## src/rtl/link_master_arbiter_if.sv

```systemverilog
// Byte link between the arbitrating master and the slave.
// The master drives req/data; the slave answers with ack.
interface link_master_arbiter_if #(
   parameter int DATA_W = 8
);
   logic              link_req;
   logic [DATA_W-1:0] link_data;
   logic              link_ack;

   modport master (output link_req, output link_data, input link_ack);
   modport slave  (input link_req, input link_data, output link_ack);
endinterface

```

## src/rtl/link_master_arbiter.sv

```systemverilog
// Round-robin master for the req/ack byte link, sharing it between NUM_CLIENTS producers.
// Define ACK_TIMEOUT_EN to abort a request that is not acknowledged within TIMEOUT_CYCLES.
module link_master_arbiter #(
   parameter int  NUM_CLIENTS    = 4,
   parameter int  DATA_W         = 8,
   parameter int  TIMEOUT_CYCLES = 16,
   localparam int ID_W           = $clog2(NUM_CLIENTS)
) (
   input  logic                          clk,
   input  logic                          rst,
   input  logic [NUM_CLIENTS-1:0]        client_valid,
   input  logic [NUM_CLIENTS*DATA_W-1:0] client_data,
   output logic [NUM_CLIENTS-1:0]        client_done,
   link_master_arbiter_if.master         link,
   output logic                          busy,
   output logic [ID_W-1:0]               grant_id,
   output logic [15:0]                   xfer_count,
   output logic                          timeout_err
);
   typedef enum logic [1:0] {
      S_IDLE = 2'd0,
      S_REQ  = 2'd1,
      S_DROP = 2'd2
   } state_t;

   state_t                 state_q, state_d;
   logic                   link_req_q, link_req_d;
   logic [DATA_W-1:0]      link_data_q, link_data_d;
   logic [NUM_CLIENTS-1:0] client_done_q, client_done_d;
   logic                   busy_q, busy_d;
   logic [ID_W-1:0]        grant_id_q, grant_id_d;
   logic [ID_W-1:0]        rr_ptr_q, rr_ptr_d;
   logic [15:0]            xfer_count_q, xfer_count_d;

   logic [ID_W-1:0]        cand_idx [NUM_CLIENTS];
   logic [NUM_CLIENTS-1:0] cand_valid;
   logic [ID_W-1:0]        pick_idx;
   logic                   pick_found;
   logic [DATA_W-1:0]      pick_data;
   logic [ID_W-1:0]        rr_next;

`ifdef ACK_TIMEOUT_EN
   logic [7:0] wait_q, wait_d;
   logic       timeout_err_q, timeout_err_d;
`endif

   // Candidate gi is the client gi positions after rr_ptr, so lower gi means higher priority.
   for (genvar gi = 0; gi < NUM_CLIENTS; gi++) begin : g_cand
      assign cand_idx[gi]   = ID_W'((32'(rr_ptr_q) + 32'(gi)) % 32'(NUM_CLIENTS));
      assign cand_valid[gi] = client_valid[cand_idx[gi]];
   end

   always_comb begin
      pick_idx   = '0;
      pick_found = 1'b0;
      for (int k = NUM_CLIENTS - 1; k >= 0; k--) begin
         if (cand_valid[k]) begin
            pick_idx   = cand_idx[k];
            pick_found = 1'b1;
         end
      end
   end

   assign pick_data = client_data[32'(pick_idx) * DATA_W +: DATA_W];
   assign rr_next   = ID_W'((32'(grant_id_q) + 32'd1) % 32'(NUM_CLIENTS));

   always_comb begin
      state_d       = state_q;
      link_req_d    = link_req_q;
      link_data_d   = link_data_q;
      grant_id_d    = grant_id_q;
      rr_ptr_d      = rr_ptr_q;
      xfer_count_d  = xfer_count_q;
      client_done_d = '0;
`ifdef ACK_TIMEOUT_EN
      wait_d        = wait_q;
      timeout_err_d = 1'b0;
`endif
      unique case (state_q)
         S_IDLE: begin
            // A stale ack from the previous transfer holds off the next grant.
            if (pick_found && !link.link_ack) begin
               state_d     = S_REQ;
               link_req_d  = 1'b1;
               link_data_d = pick_data;
               grant_id_d  = pick_idx;
`ifdef ACK_TIMEOUT_EN
               wait_d      = '0;
`endif
            end
         end
         S_REQ: begin
            if (link.link_ack) begin
               state_d                   = S_DROP;
               link_req_d                = 1'b0;
               client_done_d[grant_id_q] = 1'b1;
               xfer_count_d              = xfer_count_q + 16'd1;
               rr_ptr_d                  = rr_next;
            end
`ifdef ACK_TIMEOUT_EN
            else if (wait_q == 8'(TIMEOUT_CYCLES - 1)) begin
               state_d                   = S_DROP;
               link_req_d                = 1'b0;
               client_done_d[grant_id_q] = 1'b1;
               rr_ptr_d                  = rr_next;
               timeout_err_d             = 1'b1;
            end else begin
               wait_d = wait_q + 8'd1;
            end
`endif
         end
         S_DROP: begin
            if (!link.link_ack) begin
               state_d = S_IDLE;
            end
         end
         default: begin
            state_d    = S_IDLE;
            link_req_d = 1'b0;
         end
      endcase
      busy_d = (state_d != S_IDLE);
   end

   always_ff @(posedge clk or posedge rst) begin
      if (rst) begin
         state_q       <= S_IDLE;
         link_req_q    <= 1'b0;
         link_data_q   <= '0;
         client_done_q <= '0;
         busy_q        <= 1'b0;
         grant_id_q    <= '0;
         rr_ptr_q      <= '0;
         xfer_count_q  <= '0;
      end else begin
         state_q       <= state_d;
         link_req_q    <= link_req_d;
         link_data_q   <= link_data_d;
         client_done_q <= client_done_d;
         busy_q        <= busy_d;
         grant_id_q    <= grant_id_d;
         rr_ptr_q      <= rr_ptr_d;
         xfer_count_q  <= xfer_count_d;
      end
   end

`ifdef ACK_TIMEOUT_EN
   always_ff @(posedge clk or posedge rst) begin
      if (rst) begin
         wait_q        <= '0;
         timeout_err_q <= 1'b0;
      end else begin
         wait_q        <= wait_d;
         timeout_err_q <= timeout_err_d;
      end
   end

   assign timeout_err = timeout_err_q;
`else
   // Keeps the timeout parameter referenced in builds without the abort logic.
   logic unused_timeout_cfg;
   assign unused_timeout_cfg = ^TIMEOUT_CYCLES;
   assign timeout_err        = 1'b0;
`endif

   assign link.link_req  = link_req_q;
   assign link.link_data = link_data_q;
   assign client_done    = client_done_q;
   assign busy           = busy_q;
   assign grant_id       = grant_id_q;
   assign xfer_count     = xfer_count_q;
endmodule
```

## src/flat_wrapper.sv

```systemverilog
// flat-port wrapper written by rule: the top's interface ports become plain ports
module link_master_arbiter_flat 
#(
   parameter int  NUM_CLIENTS    = 4,
   parameter int  DATA_W         = 8,
   parameter int  TIMEOUT_CYCLES = 16,
   localparam int ID_W           = $clog2(NUM_CLIENTS)
)
  (clk, rst, client_valid, client_data, client_done, busy, grant_id, xfer_count, timeout_err, link_link_req, link_link_data, link_link_ack);
  link_master_arbiter_if #(.DATA_W(DATA_W)) link_i ();
  input  logic clk;
  input  logic rst;
  input  logic [NUM_CLIENTS-1:0] client_valid;
  input  logic [NUM_CLIENTS*DATA_W-1:0] client_data;
  output logic [NUM_CLIENTS-1:0] client_done;
  output logic busy;
  output logic [ID_W-1:0] grant_id;
  output logic [15:0] xfer_count;
  output logic timeout_err;
  output wire logic [$bits(link_i.link_req)-1:0] link_link_req;
  output wire logic [$bits(link_i.link_data)-1:0] link_link_data;
  input wire logic [$bits(link_i.link_ack)-1:0] link_link_ack;
  assign link_link_req = link_i.link_req;
  assign link_link_data = link_i.link_data;
  assign link_i.link_ack = link_link_ack;
  link_master_arbiter #(.NUM_CLIENTS(NUM_CLIENTS), .DATA_W(DATA_W), .TIMEOUT_CYCLES(TIMEOUT_CYCLES)) u_core (.clk(clk), .rst(rst), .client_valid(client_valid), .client_data(client_data), .client_done(client_done), .link(link_i), .busy(busy), .grant_id(grant_id), .xfer_count(xfer_count), .timeout_err(timeout_err));
endmodule
```

## config.mk

```make
export PLATFORM = sky130hd
export DESIGN_NAME = link_master_arbiter_flat
export DESIGN_NICKNAME = d
export VERILOG_FILES = /design/src/rtl/link_master_arbiter_if.sv /design/src/rtl/link_master_arbiter.sv /design/src/flat_wrapper.sv
export SDC_FILE = /design/constraint.sdc
export NUM_CORES = 1
export LEC_CHECK = 0
export BUFFER_PORTS_ARGS = -buffer_cell sky130_fd_sc_hd__buf_2
export CAP_MARGIN = 20
export CELL_PAD_IN_SITES_DETAIL_PLACEMENT = 0
export CELL_PAD_IN_SITES_GLOBAL_PLACEMENT = 1
export CORE_MARGIN = 2
export CORE_UTILIZATION = 33
export DETAILED_ROUTE_END_ITERATION = 16
export HOLD_SLACK_MARGIN = 0.03
export PLACE_DENSITY_LB_ADDON = 0.05
export RECOVER_POWER = 100
export SKIP_CTS_REPAIR_TIMING = 1
export SYNTH_ARGS = -nofsm -noshare
export SYNTH_HDL_FRONTEND = slang
export SYNTH_SLANG_ARGS = --single-unit
```

## constraint.sdc

```tcl
create_clock -name clk -period 2.2 [get_ports clk]
set_clock_uncertainty 0.15 [all_clocks]
set_input_delay 0.22 -clock clk [delete_from_list [all_inputs] [get_ports clk]]
set_output_delay 0.22 -clock clk [all_outputs]
set_load 0.1 [all_outputs]
```

==> flow_summary.rst <==
.. list-table::
   :header-rows: 1

   * - Metric
     - Value
   * - Number of distinct library cells after synthesis
     - 40
   * - Total number of nets in the final design
     - 301
   * - Overall die height
     - 79.4 µm
   * - Synth warn
     - 0
   * - Total routing usage reported by global routing
     - 15.8%
   * - Max cap viols
     - 0
   * - Fraction of post-synthesis cell area in the top cell type by area
     - a little under half
   * - Number of sinks driven by the clock tree
     - 36
   * - Setup slack after placement
     - -0.147 ns
   * - Global-route wire length before repair
     - 7.73 mm
   * - Placeable Area
     - around 0.0055 mm²
   * - Pins over their slew limit
     - 0
   * - Max Freq
     - 461 MHz
   * - Reg-to-Reg Start
     - u_core.state_q[1]
   * - Clock latency at the later pin of the worst-skew pair
     - approximately 0.28 ns
   * - Worst Max-Slew Pin Slew
     - around 1.2 ns
   * - Initial antenna violation count
     - 0
   * - Total half-perimeter wirelength after legalization and detailed placement
     - about 3.6 mm
   * - Area enclosed by the die boundary
     - 0.00631 mm²
   * - Maximum level of the CTS H-tree
     - 2
   * - Peak supply drop
     - approximately 0.9 mV
   * - Placed Instances
     - 321
   * - Sum of internal, switching and leakage power
     - approximately 0.0035 W
   * - Critical path startpoint
     - u_core.state_q[1]
   * - Post-Synthesis Mean Instance Area
     - approximately 11 µm²
   * - 1st-iter DRT viols
     - between 80 and 90
   * - # port buffers
     - 70
   * - DR WL/cell
     - 14.1 µm
   * - Synth area leaders
     - sky130_fd_sc_hd__dfrtp_1, sky130_fd_sc_hd__xnor2_1, sky130_fd_sc_hd__mux2i_1
   * - Vias/cell
     - between 4 and 5
   * - Clock Pin Slew Worst Setup and Hold Paths
     - about 0.080 ns
   * - Non-Filler Instances
     - 330
   * - ANT cells
     - 0
   * - Chip Width
     - 79.4 µm
   * - Synthesis-to-layout area growth
     - 29.4%
   * - Min-Delay Startpoint
     - link_link_ack
   * - Maximum number of pins on one net before global-route repair
     - 37
   * - Placer's final routability congestion estimate
     - 0.849
   * - Root Buffer
     - sky130_fd_sc_hd__clkbuf_8
   * - Max-slew headroom
     - 20.3%
   * - Via count of the first global-routing pass
     - approximately 1600
   * - Category of the critical setup timing path
     - reg -> reg
   * - Final setup viols
     - 0
   * - Post-Route Hold Slack
     - between 0.04 and 0.05 ns
   * - Count of antenna-violating nets left after detailed routing
     - 0
   * - Required time of the critical path
     - around 2.2 ns
   * - Fraction of the cycle the final worst path needs
     - between 90% and 100%
   * - Largest buffer count on any clock path
     - 2
   * - Residual DRC count
     - 0
   * - Standby leakage power
     - 1.12 nW
   * - Startpoint type of the worst setup path
     - flip-flop
   * - Post-Synthesis Net Count
     - approximately 220
   * - Site Rows
     - 27
   * - Initial Utilization
     - about a third
   * - Area leader, netlist
     - sky130_fd_sc_hd__dfrtp_1
   * - Register bit count reported by yosys
     - 36
   * - Area after DPL
     - approximately 0.0024 mm²
   * - 1st-pass router iterations
     - 4
   * - CP Data Arrival Time
     - approximately 2.2 ns
   * - Power per standard cell area
     - between 1000 and 1500 mW/mm²
   * - Final critical delay including setup and external delays
     - 2.17 ns
   * - Fraction of the yosys area taken by sequential cells
     - between 40% and 50%
   * - Run status
     - completed
   * - Count of pins on the block boundary
     - 72
   * - Fill cell total of the finished layout
     - 567
   * - Type of the worst min-delay path
     - in -> reg
   * - CTS tree
     - done
   * - Design area
     - 0.00243 mm²
   * - Vias after detailed routing
     - roughly 1600
   * - Wirelength, routed
     - 4.65 mm
   * - Gate count of the mapped netlist
     - around 170
   * - Final global-route overflow total
     - 0
   * - Largest fanout of any net on the critical path
     - 13
   * - Cell area after synthesis
     - 0.00188 mm²
   * - Unrepaired setup endpoints after global routing
     - yes
   * - Final number of hold-violating endpoints
     - 0
   * - Final worst slack
     - roughly 0.032 ns
   * - Inserted Clock Buffers
     - 5
   * - Crit path capture type
     - flip-flop
   * - Fraction of final layout cells sized beyond drive strength 1
     - 31.4%
cell usage after synthesis:
| library cell | n |
|---|---|
| sky130_fd_sc_hd__nand3_1 | 5 |
| sky130_fd_sc_hd__or2_2 | 1 |
| sky130_fd_sc_hd__o22ai_1 | 1 |
| sky130_fd_sc_hd__a21o_1 | 1 |
| sky130_fd_sc_hd__a21oi_1 | 2 |
| sky130_fd_sc_hd__or4_1 | 1 |
| sky130_fd_sc_hd__and2_1 | 5 |
| sky130_fd_sc_hd__and3_1 | 1 |
| sky130_fd_sc_hd__nor3b_1 | 1 |
| sky130_fd_sc_hd__nand2_1 | 15 |
| sky130_fd_sc_hd__nand2b_1 | 1 |
| sky130_fd_sc_hd__a2111oi_4 | 1 |
| sky130_fd_sc_hd__nor4_1 | 2 |
| sky130_fd_sc_hd__xnor2_1 | 13 |
| sky130_fd_sc_hd__inv_1 | 7 |
| sky130_fd_sc_hd__a21oi_2 | 1 |
| sky130_fd_sc_hd__xor2_1 | 3 |
| sky130_fd_sc_hd__a211oi_1 | 8 |
| sky130_fd_sc_hd__a2111oi_0 | 7 |
| sky130_fd_sc_hd__nor3_1 | 1 |
| sky130_fd_sc_hd__o22a_1 | 1 |
| sky130_fd_sc_hd__or3_1 | 1 |
| sky130_fd_sc_hd__nand4_1 | 1 |
| sky130_fd_sc_hd__nor2_1 | 12 |
| sky130_fd_sc_hd__nor2_2 | 1 |
| sky130_fd_sc_hd__a211oi_2 | 1 |
| sky130_fd_sc_hd__o21ai_0 | 3 |
| sky130_fd_sc_hd__nand3b_2 | 1 |
| sky130_fd_sc_hd__clkbuf_1 | 3 |
| sky130_fd_sc_hd__buf_12 | 1 |
| sky130_fd_sc_hd__conb_1 | 1 |
| sky130_fd_sc_hd__nor4b_1 | 8 |
| sky130_fd_sc_hd__dfrtp_1 | 36 |
| sky130_fd_sc_hd__mux2i_1 | 9 |
| sky130_fd_sc_hd__and4_1 | 3 |
| sky130_fd_sc_hd__buf_6 | 2 |
| sky130_fd_sc_hd__nor4_2 | 2 |
| sky130_fd_sc_hd__buf_4 | 1 |
| sky130_fd_sc_hd__o21a_1 | 2 |
| sky130_fd_sc_hd__ha_1 | 5 |
metal layers:
metal  GRT usage, %  wire length, µm  share of wire (%)
met1           21.2             2260                 49
met2           25.2             2120                 46
met3           4.30              235                5.1
met4           4.31               31               0.67
met5              0                0                  0
through the flow:
stage	utilization, %	setup TNS, ns
after floorplan	-	0
after global placement	43.1	0
after detailed placement	43.1	-0.355
after CTS	44.7	-0.519
after global routing	44.1	-0.420
final	44.1	0
logic make-up (layout without fill, tap and decap cells):
| kind of cell | after synthesis | after routing | synth area share, % |
|---|---|---|---|
| flops | 36 | 36 | 48.0 |
| fa+ha+maj | 5 | 5 | 3.33 |
| mux | 9 | 9 | 4.80 |
| compound gates | 28 | 28 | 12.4 |
| simple gates | 62 | 62 | 19.2 |
| buf+inv | 14 | 101 | 4.66 |
| xor+xnor | 16 | 16 | 7.46 |
| other cells | 1 | 1 | 0.200 |
placed cells by master, fill, tap and decap left out, types with 2 or more instances in the layout:
| master | n |
|---|---|
| sky130_fd_sc_hd__buf_2 | 38 |
| sky130_fd_sc_hd__dfrtp_1 | 30 |
| sky130_fd_sc_hd__clkbuf_1 | 25 |
| sky130_fd_sc_hd__nand2_1 | 15 |
| sky130_fd_sc_hd__xnor2_1 | 13 |
| sky130_fd_sc_hd__nor2_1 | 11 |
| sky130_fd_sc_hd__clkbuf_2 | 11 |
| sky130_fd_sc_hd__buf_4 | 10 |
| sky130_fd_sc_hd__mux2i_1 | 9 |
| sky130_fd_sc_hd__nor4b_1 | 8 |
| sky130_fd_sc_hd__a211oi_1 | 8 |
| sky130_fd_sc_hd__inv_1 | 7 |
| sky130_fd_sc_hd__dfrtp_2 | 6 |
| sky130_fd_sc_hd__nand3_1 | 5 |
| sky130_fd_sc_hd__ha_1 | 5 |
| sky130_fd_sc_hd__clkbuf_8 | 5 |
| sky130_fd_sc_hd__nor4_1 | 4 |
| sky130_fd_sc_hd__a2111oi_1 | 4 |
| sky130_fd_sc_hd__and4_1 | 3 |
| sky130_fd_sc_hd__a2111oi_0 | 3 |
| sky130_fd_sc_hd__o21ai_0 | 3 |
| sky130_fd_sc_hd__xor2_1 | 3 |
| sky130_fd_sc_hd__and2_0 | 3 |
| sky130_fd_sc_hd__a21oi_1 | 2 |
| sky130_fd_sc_hd__o21a_1 | 2 |
| sky130_fd_sc_hd__nor2_2 | 2 |
| sky130_fd_sc_hd__and2_1 | 2 |
| sky130_fd_sc_hd__clkinv_2 | 2 |
state kept, by name, indices dropped and copies added (netlist names):
| signal | flops |
|---|---|
| u_core.grant_id | 2 |
| u_core.busy | 1 |
| u_core.client_done | 4 |
| u_core.link.link_req | 1 |
| u_core.rr_ptr_q | 2 |
| u_core.link.link_data | 8 |
| u_core.xfer_count | 16 |
| u_core.state_q | 2 |
cell type report:
cell class                      count  area [µm²]  share of cell area, %
Sequential cell                    36         908                   37.4
Multi-Input combinational cell    121         890                   36.6
Timing Repair Buffer               86         428                   17.6
Tap cell                           72        90.1                   3.71
Clock buffer                        5        68.8                   2.83
Inverter                            7        26.3                   1.08
Clock inverter                      3        18.8                  0.772
report_power, final:
group	internal [W]	total, W	switching, W
logic	0.000397	0.00202	0.00163
registers	0.000854	0.00101	0.000159
clock network	0.000221	0.000463	0.000242
critical path, cell delays in order (launching register included):
cell                        delay [ns]
sky130_fd_sc_hd__dfrtp_1          0.45
sky130_fd_sc_hd__or4_1            0.74
sky130_fd_sc_hd__a2111oi_0        0.59
sky130_fd_sc_hd__a211oi_1         0.08
final timing paths:
check                                            to  depth (start not counted)  slack (ns)
min in group asynchronous     u_core.xfer_count[15]                          4        0.61
hold reg to reg               u_core.xfer_count[15]                          1        0.32
setup reg to reg           u_core.link.link_data[3]                          3        0.03
setup / recovery           u_core.link.link_data[3]                          3        0.03
hold / removal                    u_core.state_q[0]                          2        0.05
max in group asynchronous        u_core.rr_ptr_q[1]                          4        0.66
Power figures use the tool's default switching activity.
